$ cat src/rtl/axi4_lite_pkg.sv
// Shared types and constants for the AXI4-Lite register file.
package axi4_lite_pkg;

  localparam logic [1:0] RESP_OKAY   = 2'b00;
  localparam logic [1:0] RESP_SLVERR = 2'b10;

  typedef enum logic [1:0] {
    OKAY   = RESP_OKAY,
    SLVERR = RESP_SLVERR
  } resp_t;

  typedef enum logic [1:0] {
    W_IDLE,
    W_HAVE_AW,
    W_HAVE_W,
    W_RESP
  } wr_state_t;

  typedef enum logic {
    R_IDLE,
    R_DATA
  } rd_state_t;

endpackage

$ cat src/rtl/axi4_lite_wstrb_merge.sv
// Byte-lane merge: each byte comes from new_i where its strobe is set,
// otherwise from old_i.
module axi4_lite_wstrb_merge #(
  parameter int DATA_WIDTH = 32
) (
  input  logic [DATA_WIDTH-1:0]   old_i,
  input  logic [DATA_WIDTH-1:0]   new_i,
  input  logic [DATA_WIDTH/8-1:0] strb_i,
  output logic [DATA_WIDTH-1:0]   merged_o
);

  always_comb begin
    merged_o = old_i;
    for (int i = 0; i < DATA_WIDTH/8; i++) begin
      if (strb_i[i]) merged_o[8*i +: 8] = new_i[8*i +: 8];
    end
  end

endmodule

$ cat src/rtl/axi4_lite_regfile.sv
// AXI4-Lite slave exposing NUM_REGS byte-writable registers, with independent
// write (AW/W/B) and read (AR/R) state machines.
module axi4_lite_regfile
  import axi4_lite_pkg::*;
#(
  parameter int DATA_WIDTH = 32,
  parameter int ADDR_WIDTH = 32,
  parameter int NUM_REGS   = 16
) (
  input  logic                    ACLK,
  input  logic                    ARESET,
  input  logic [ADDR_WIDTH-1:0]   AWADDR,
  input  logic                    AWVALID,
  output logic                    AWREADY,
  input  logic [DATA_WIDTH-1:0]   WDATA,
  input  logic [DATA_WIDTH/8-1:0] WSTRB,
  input  logic                    WVALID,
  output logic                    WREADY,
  output logic [1:0]              BRESP,
  output logic                    BVALID,
  input  logic                    BREADY,
  input  logic [ADDR_WIDTH-1:0]   ARADDR,
  input  logic                    ARVALID,
  output logic                    ARREADY,
  output logic [DATA_WIDTH-1:0]   RDATA,
  output logic [1:0]              RRESP,
  output logic                    RVALID,
  input  logic                    RREADY
);

  localparam int BYTES = DATA_WIDTH / 8;
  localparam int LSB   = $clog2(BYTES);
  localparam int IDXW  = $clog2(NUM_REGS);

  wr_state_t wrState_q, wrState_d;
  rd_state_t rdState_q, rdState_d;

  logic [DATA_WIDTH-1:0] regs_q [NUM_REGS];
  logic [ADDR_WIDTH-1:0] awAddr_q;
  logic [DATA_WIDTH-1:0] wData_q;
  logic [BYTES-1:0]      wStrb_q;
  resp_t                 bResp_q;
  resp_t                 rResp_q;
  logic [DATA_WIDTH-1:0] rData_q;

  logic                  awHs, wHs, bHs, arHs, rHs, commit;
  logic [ADDR_WIDTH-1:0] wAddr;
  logic [DATA_WIDTH-1:0] wDataSel, mergedData;
  logic [BYTES-1:0]      wStrbSel;
  logic [IDXW-1:0]       wIdx, rIdx;
  logic                  wInRange, rInRange;
  logic                  unusedAddrBits;

  // Readies are forced low during reset so they only appear once it is released.
  assign AWREADY = !ARESET && (wrState_q == W_IDLE || wrState_q == W_HAVE_W);
  assign WREADY  = !ARESET && (wrState_q == W_IDLE || wrState_q == W_HAVE_AW);
  assign ARREADY = !ARESET && (rdState_q == R_IDLE);
  assign BVALID  = (wrState_q == W_RESP);
  assign RVALID  = (rdState_q == R_DATA);
  assign BRESP   = bResp_q;
  assign RRESP   = rResp_q;
  assign RDATA   = rData_q;

  assign awHs = AWVALID && AWREADY;
  assign wHs  = WVALID && WREADY;
  assign bHs  = BVALID && BREADY;
  assign arHs = ARVALID && ARREADY;
  assign rHs  = RVALID && RREADY;

  // A channel completing on the commit edge has not been latched yet.
  assign wAddr    = (wrState_q == W_HAVE_AW) ? awAddr_q : AWADDR;
  assign wDataSel = (wrState_q == W_HAVE_W)  ? wData_q  : WDATA;
  assign wStrbSel = (wrState_q == W_HAVE_W)  ? wStrb_q  : WSTRB;

  assign wIdx     = wAddr[LSB +: IDXW];
  assign rIdx     = ARADDR[LSB +: IDXW];
  assign wInRange = (wAddr[ADDR_WIDTH-1:LSB+IDXW] == '0);
  assign rInRange = (ARADDR[ADDR_WIDTH-1:LSB+IDXW] == '0);
  assign unusedAddrBits = ^{wAddr[LSB-1:0], ARADDR[LSB-1:0]};

  axi4_lite_wstrb_merge #(.DATA_WIDTH(DATA_WIDTH)) u_merge (
    .old_i    (regs_q[wIdx]),
    .new_i    (wDataSel),
    .strb_i   (wStrbSel),
    .merged_o (mergedData)
  );

  always_comb begin
    wrState_d = wrState_q;
    unique case (wrState_q)
      W_IDLE: begin
        if (awHs && wHs) wrState_d = W_RESP;
        else if (awHs)   wrState_d = W_HAVE_AW;
        else if (wHs)    wrState_d = W_HAVE_W;
      end
      W_HAVE_AW: if (wHs)  wrState_d = W_RESP;
      W_HAVE_W:  if (awHs) wrState_d = W_RESP;
      W_RESP:    if (bHs)  wrState_d = W_IDLE;
      default:             wrState_d = W_IDLE;
    endcase
  end

  assign commit = (wrState_d == W_RESP) && (wrState_q != W_RESP);

  always_comb begin
    rdState_d = rdState_q;
    unique case (rdState_q)
      R_IDLE:  if (arHs) rdState_d = R_DATA;
      R_DATA:  if (rHs)  rdState_d = R_IDLE;
      default:           rdState_d = R_IDLE;
    endcase
  end

  // Reads sample regs_q before this edge's write lands, so a colliding read sees the old value.
  always_ff @(posedge ACLK) begin
    if (ARESET) begin
      wrState_q <= W_IDLE;
      rdState_q <= R_IDLE;
      awAddr_q  <= '0;
      wData_q   <= '0;
      wStrb_q   <= '0;
      bResp_q   <= OKAY;
      rResp_q   <= OKAY;
      rData_q   <= '0;
      for (int i = 0; i < NUM_REGS; i++) regs_q[i] <= '0;
    end else begin
      wrState_q <= wrState_d;
      rdState_q <= rdState_d;
      if (awHs) awAddr_q <= AWADDR;
      if (wHs) begin
        wData_q <= WDATA;
        wStrb_q <= WSTRB;
      end
      if (commit) begin
        bResp_q <= wInRange ? OKAY : SLVERR;
        if (wInRange) regs_q[wIdx] <= mergedData;
      end
      if (arHs) begin
        rResp_q <= rInRange ? OKAY : SLVERR;
        rData_q <= rInRange ? regs_q[rIdx] : '0;
      end
    end
  end

endmodule

$ cat config.mk
export PLATFORM = sky130hd
export DESIGN_NAME = axi4_lite_regfile
export DESIGN_NICKNAME = d
export VERILOG_FILES = /design/src/rtl/axi4_lite_pkg.sv /design/src/rtl/axi4_lite_wstrb_merge.sv /design/src/rtl/axi4_lite_regfile.sv
export SDC_FILE = /design/constraint.sdc
export NUM_CORES = 1
export LEC_CHECK = 0
export BUFFER_PORTS_ARGS = -buffer_cell sky130_fd_sc_hd__buf_2
export CAP_MARGIN = 10
export CORE_ASPECT_RATIO = 1.25
export CORE_MARGIN = 2
export CORE_UTILIZATION = 26
export DETAILED_ROUTE_END_ITERATION = 10
export GPL_TIMING_DRIVEN = 1
export HOLD_SLACK_MARGIN = 0.1
export MAX_ROUTING_LAYER = met4
export PLACE_DENSITY = 0.46
export SYNTH_ARGS = -nofsm -noshare
export SYNTH_HDL_FRONTEND = slang
export SYNTH_SLANG_ARGS = --single-unit
$ cat constraint.sdc
create_clock -name ACLK -period 6.7 [get_ports ACLK]
set_input_delay 0.335 -clock ACLK [delete_from_list [all_inputs] [get_ports ACLK]]
set_output_delay 0.335 -clock ACLK [all_outputs]
set_load 0.005 [all_outputs]
==> key figures, run 1 <==
Run status
  – Run status: completed

Logic synthesis
  – Syn Area/Cell: 12.9 um^2
  – Yosys top cell area share: 52.2%
  – Count leader, synth: edfxtp_1
  – Yosys cell types: 44
  – Cell taking the most area after synthesis: edfxtp_1
  – Netlist Area Pre-Place: 0.0294 mm^2
  – Synth Flop Type: edfxtp_1
  – Post-synth top cells: edfxtp_1 (512), nor4_1 (382), clkbuf_1 (205), nand2_1 (189), nor4_2 (148)
  – Flops & latches, synth: 615
  – Sequential element share of the synthesized area: 59.2%
  – FFs w/ async S/R, synth: 0%
  – Yosys warns: 0
  – Synth top area cells: edfxtp_1 (52%), nor4_1 (8.1%), dfxtp_1 (7.0%), nor4_2 (6.3%), mux4_2 (5.2%)
  – Post-synth EDFFs: 512
  – Synthesized instance count: 2,281

Global route
  – First-pass GRT wire length: 136,000 um
  – Initial antenna violation count: 0
  – Largest net degree at the start of global routing: 145
  – Gr usage total: 16.1%
  – Vias in the first global route: 20.9k
  – Overflow after GRT: 0

Run
  – Maxcap violations: 0

Power and ir drop
  – Worst VDD drop: 156 uV
  – Total Power: 0.00904 W
  – PwrDens: 260 mW/mm^2
  – Pleak: 10.8 nW

Critical path
  – Data required time of the worst path: 7.04 ns
  – Critical Path Sink Type: register
  – Startpoint types: register
  – Critical setup path kind: register to register
  – R2r setup slk: 2.64 ns
  – Max FO, Critical Path: 144
  – Critical Path AT: 4.40 ns

Drt
  – 1st-iter DRT viols: 1,549
  – Via Count: 20.6k
  – Wire per inst: 23.7 um
  – Pre-Repair DR Iteration Count: 6
  – Drc violations: 0
  – Total wire length: 92,100 um
  – Post-DRT Antenna Nets: 0
  – Via density: 5.31

CTS
  – Clock Sinks: 615
  – CTS H-tree lvls: 3
  – Post-cts gate resize count: 0
  – Worst-path clk slew: 0.06 ns
  – CTS Buffer Depth: 3
  – CTS Hold Bufs: 71
  – CTS Buf Count: 67
  – CTS root buf: clkbuf_16
  – Insertion delay of the later-clocked pin in the worst-skew pair: 0.62 ns
  – Post CTS Setup Buffer Count: 0
  – TritonCTS clock tree: yes

Layout
  – Post-Layout Inst Area: 0.0348 mm^2
  – Area growth from synthesis to layout: 18.0%
  – Post-layout util: 30.8%
  – Net count reported at finish: 2,472
  – Layout cell share with drive strength beyond 1: 26.7%
  – Antenna diodes: 0

Timing
  – Max-Slew Margin vs Limit: 13.7%
  – Max Transition Viols Final: 0
  – Setup TNS: 0 ns
  – Min cycle time layout: 4.06 ns
  – Max Freq: 246 MHz
  – Slew @ Worst Pin: 1.27 ns
  – Clock Skew: 0.0148 ns
  – Final Hold Vio Count: 0
  – Fin crit share: 60.6%
  – Final Setup Violations: 0
  – Unrepaired setup endpoints after global routing: false

Placed design
  – Post-placement cell area: 0.0317 mm^2
  – HPWL Detailed: 56,600 um
  – PortBufs: 141
  – RD Place Congestion: 0.768

Floorplanning
  – Die Y: 380 um
  – Core Area: 0.113 mm^2
  – Die Area: 0.116 mm^2
  – # rows: 138
  – Num ports: 148
  – Initial Util: 26.1%
  – Die Wd: 305 um

Hold path
  – Hold Crit Class: input pin to register
==> area by class of cell <==
| cell class | instances | area [um^2] |
|---|---|---|
| inverter | 7 | 28.8 |
| clock buffer | 89 | 1840 |
| sequential | 615 | 17400 |
| clock inverter | 33 | 399 |
| multi-input combinational | 1343 | 10800 |
| tap | 1470 | 1840 |
| fill | 11200 | 78000 |
| timing repair buffer | 331 | 2410 |
==> logic make-up (layout without fill, tap and decap cells) <==
family,count (synthesis),after routing,synth area share [%]
and+or+nand+nor,814,814,18.6
DFF,615,615,59.2
AOI/OAI and AO/OA,330,330,7.44
buffers and inverters,324,460,5.09
muxes,197,197,9.61
other,1,2,0.0127
==> per-layer routing <==
layer	vias up	track usage, %	routed length (um)
met5	-	-	0
met3	139	2.18	4590
met4	0	5.28	2460
li1	9389	-	-
met1	10500	18.7	36400
met2	606	28.5	48700
==> cell usage in the layout (no fill, tap or decap), types with 69 or more instances in the layout <==
| master | synthesis | routed |
|---|---|---|
| buf_2 | 58 | 144 |
| buf_4 | 4 | 103 |
| clkbuf_16 | 0 | 69 |
| dfxtp_1 | 103 | 103 |
| dlygate4sd3_1 | 0 | 71 |
| edfxtp_1 | 512 | 512 |
| mux2i_1 | 124 | 93 |
| nand2_1 | 189 | 181 |
| nor4_1 | 382 | 382 |
| nor4_2 | 148 | 148 |
| o21ai_0 | 98 | 98 |
| o31ai_1 | 95 | 86 |
==> critical path, cell delays in order (launching register included) <==
cell and delay (ns):
dfxtp_1 0.51, nand2b_2 0.66, buf_4 0.57, mux2_2 0.28, o211ai_4 0.08, buf_12 0.22, o31ai_1 0.94, buf_4 0.28
==> path summary, 6_finish.rpt <==
kind                                start                     endpoint  depth (start not counted)
hold reg to reg    RDATA[11]$_SDFFE_PP0P_       RDATA[11]$_SDFFE_PP0P_                          2
setup reg to reg  wrState_q[0]$_SDFF_PP0_  regs_q[0][12]$_SDFFCE_PN0P_                          7
setup / recovery  wrState_q[0]$_SDFF_PP0_  regs_q[0][12]$_SDFFCE_PN0P_                          7
hold / removal                     ARESET      wrState_q[0]$_SDFF_PP0_                          2
==> power breakdown <==
part / switching (W) / internal, W
sequential: 0.0000503 / 0.00426
clock: 0.00158 / 0.00226
combinational: 0.000613 / 0.000274
==> sequential cells by signal (all words and copies together) (netlist names) <==
register	count
BRESP	1
RDATA	32
RRESP	1
RVALID	1
awAddr_q	30
regs_q	512
wData_q	32
wStrb_q	4
wrState_q	2
==> per-stage QoR <==
stage	setup WS [ns]	cells	hold slack, ns
after floorplan	3.92	2282	0.427
after global placement	2.80	3686	0.437
after detailed placement	2.61	3686	0.438
after CTS	2.61	3879	0.162
after global routing	2.44	3888	0.196
final	2.64	3888	0.151
Power figures use the tool's default switching activity.
==> run 2: changes to the inputs <==
Clock period 6.7 ns to 4.1 ns, I/O delays scaled along.
==> key figures, run 2 (synthesis results as in run 1) <==
Floorplanning
  – Die Y: 380 um
  – Die Wd: 305 um
  – Core Area: 0.113 mm^2
  – Initial Util: 26.1%
  – Die Area: 0.116 mm^2
  – Num ports: 148
  – # rows: 138

Layout
  – Most common cell after layout, fill and taps aside: edfxtp_1
  – Commonest non-fill, non-tap cells in the layout: edfxtp_1 (512), nor4_1 (382), nand2_1 (182)
  – Register with the most flip-flops: regs_q
  – Net count reported at finish: 2,546
  – Layout cell share with drive strength beyond 1: 28.5%
  – Max FFs per register: 512
  – Area growth from synthesis to layout: 19.7%

Power and ir drop
  – Pleak: 11.1 nW
  – Worst VDD drop: 227 uV
  – PwrDens: 418 mW/mm^2

Drt
  – Pre-Repair DR Iteration Count: 5
  – Drc violations: 0
  – Post-DRT Antenna Nets: 0
  – Via Count: 21.0k
  – Total wire length: 95,600 um
  – 1st-iter DRT viols: 1,812
  – Via density: 5.29
  – Wire per inst: 24.1 um

Critical path
  – CP bufs+invs: 2
  – Max FO, Critical Path: 26
  – Worst path most repeated cell: buf_4
  – Critical Path Sink Type: register
  – CP top delay family: compound AO/OA/AOI/OAI gates
  – Critical Path AT: 3.97 ns
  – Critical-path cell list: nand2b_1, and4b_1, o211ai_4, buf_4, o31ai_1, buf_4
  – Critical setup path kind: register to register
  – Startpoint types: register
  – Critical path's largest stage delay: 0.71 ns
  – Data required time of the worst path: 4.41 ns
  – Crit-path slowest cell: o31ai_1

Timing
  – Slew @ Worst Pin: 1.15 ns
  – Unrepaired setup endpoints after global routing: false
  – Hold_ws: 0.123 ns
  – Max Freq: 273 MHz
  – Clock Skew: 0.0177 ns
  – Max Transition Viols Final: 0
  – Final Hold Vio Count: 0
  – Min cycle time layout: 3.66 ns
  – Max-Slew Margin vs Limit: 22.7%
  – Setup TNS: 0 ns
  – Final Setup Violations: 0
  – Fin crit share: 89.4%

CTS
  – Worst-path clk slew: 0.06 ns
  – CTS Buf Count: 70
  – Post CTS Setup Buffer Count: 0
  – Insertion delay of the later-clocked pin in the worst-skew pair: 0.61 ns
  – TritonCTS clock tree: yes
  – Clock Sinks: 615
  – CTS root buf: clkbuf_16
  – CTS H-tree lvls: 3
  – CTS Buffer Depth: 3

Global route
  – First-pass GRT wire length: 141,000 um
  – Largest net degree at the start of global routing: 95
  – Gr usage total: 16.6%
  – Vias in the first global route: 21.4k
  – Overflow after GRT: 0
  – Initial antenna violation count: 3

Placed design
  – RD Place Congestion: 0.781
  – HPWL Detailed: 62,000 um
  – PortBufs: 141

Run
  – Maxcap violations: 0

Run status
  – Run status: completed

Hold path
  – Hold Crit Class: input pin to register
run 2: cell count changes in the layout (fill, tap and decap cells not counted), sizes merged:
| cell | previous run | this run |
|---|---|---|
| clkbuf | 94 | 99 |
| clkinv | 20 | 24 |
| buf | 255 | 329 |
| diode | 0 | 1 |
| bufinv | 8 | 2 |
run 2: metal layers:
| layer | up-vias | track usage [%] | part of all wire (%) |
|---|---|---|---|
| met5 | - | - | 0 |
| met4 | 0 | 7.07 | 3.8 |
| met3 | 151 | 2.30 | 5.4 |
| met2 | 699 | 28.7 | 51 |
| met1 | 10600 | 19.4 | 39 |
| li1 | 9506 | - | - |
run 2: through the flow:
step	cell area, um^2	utilization (%)	std cells	worst slack [ns]	total power [W]
after floorplan	29500	-	2282	1.32	0.00797
after global placement	32300	28.6	3759	0.573	0.00860
after detailed placement	32300	28.6	3760	0.327	0.00863
after CTS	35200	31.2	3959	0.328	0.0148
after global routing	35200	31.2	3966	0.287	0.0152
final	35200	31.2	3966	0.435	0.0147
run 2: final timing paths:
check	start	end	slack, ns	depth (start not counted)
worst max-delay path	wrState_q[1]$_SDFF_PP0_	regs_q[6][9]$_SDFFCE_PN0P_	0.44	6
worst min-delay path	ARESET	wrState_q[0]$_SDFF_PP0_	0.12	3
worst max register to register	wrState_q[1]$_SDFF_PP0_	regs_q[6][9]$_SDFFCE_PN0P_	0.44	6
worst min register to register	RDATA[9]$_SDFFE_PP0P_	RDATA[9]$_SDFFE_PP0P_	0.46	2
run 2: final cells by class:
cell class	instances	area, um^2
Antenna cell	1	2.50
Multi-Input combinational cell	1343	10700
Tap cell	1470	1840
Sequential cell	615	17400
Timing Repair Buffer	402	2980
Fill cell	11200	77500
Clock buffer	97	2020
Inverter	7	28.8
Clock inverter	31	208
run 2: worst reg2reg max path, delay by kind of cell, from the launching register on:
| kind | cells | cell delay, ns |
|---|---|---|
| AOI/OAI and AO/OA | 2 | 1.15 |
| buffers and inverters | 2 | 0.67 |
| DFF | 1 | 0.41 |
| and+or+nand+nor | 2 | 1.12 |
run 2: power by group:
group / internal [W] / total, W / switching [W]
combinational: 0.000476 / 0.00150 / 0.00103
sequential: 0.00696 / 0.00704 / 0.0000826
clock: 0.00357 / 0.00617 / 0.00260
total: 0.0110 / 0.0147 / 0.00371
run 2: timing repair:
action | in CTS | in global routing
hold buffers | 71 | 0
resized for setup | 0 | 0
endpoints found under the hold margin | 69 | 0
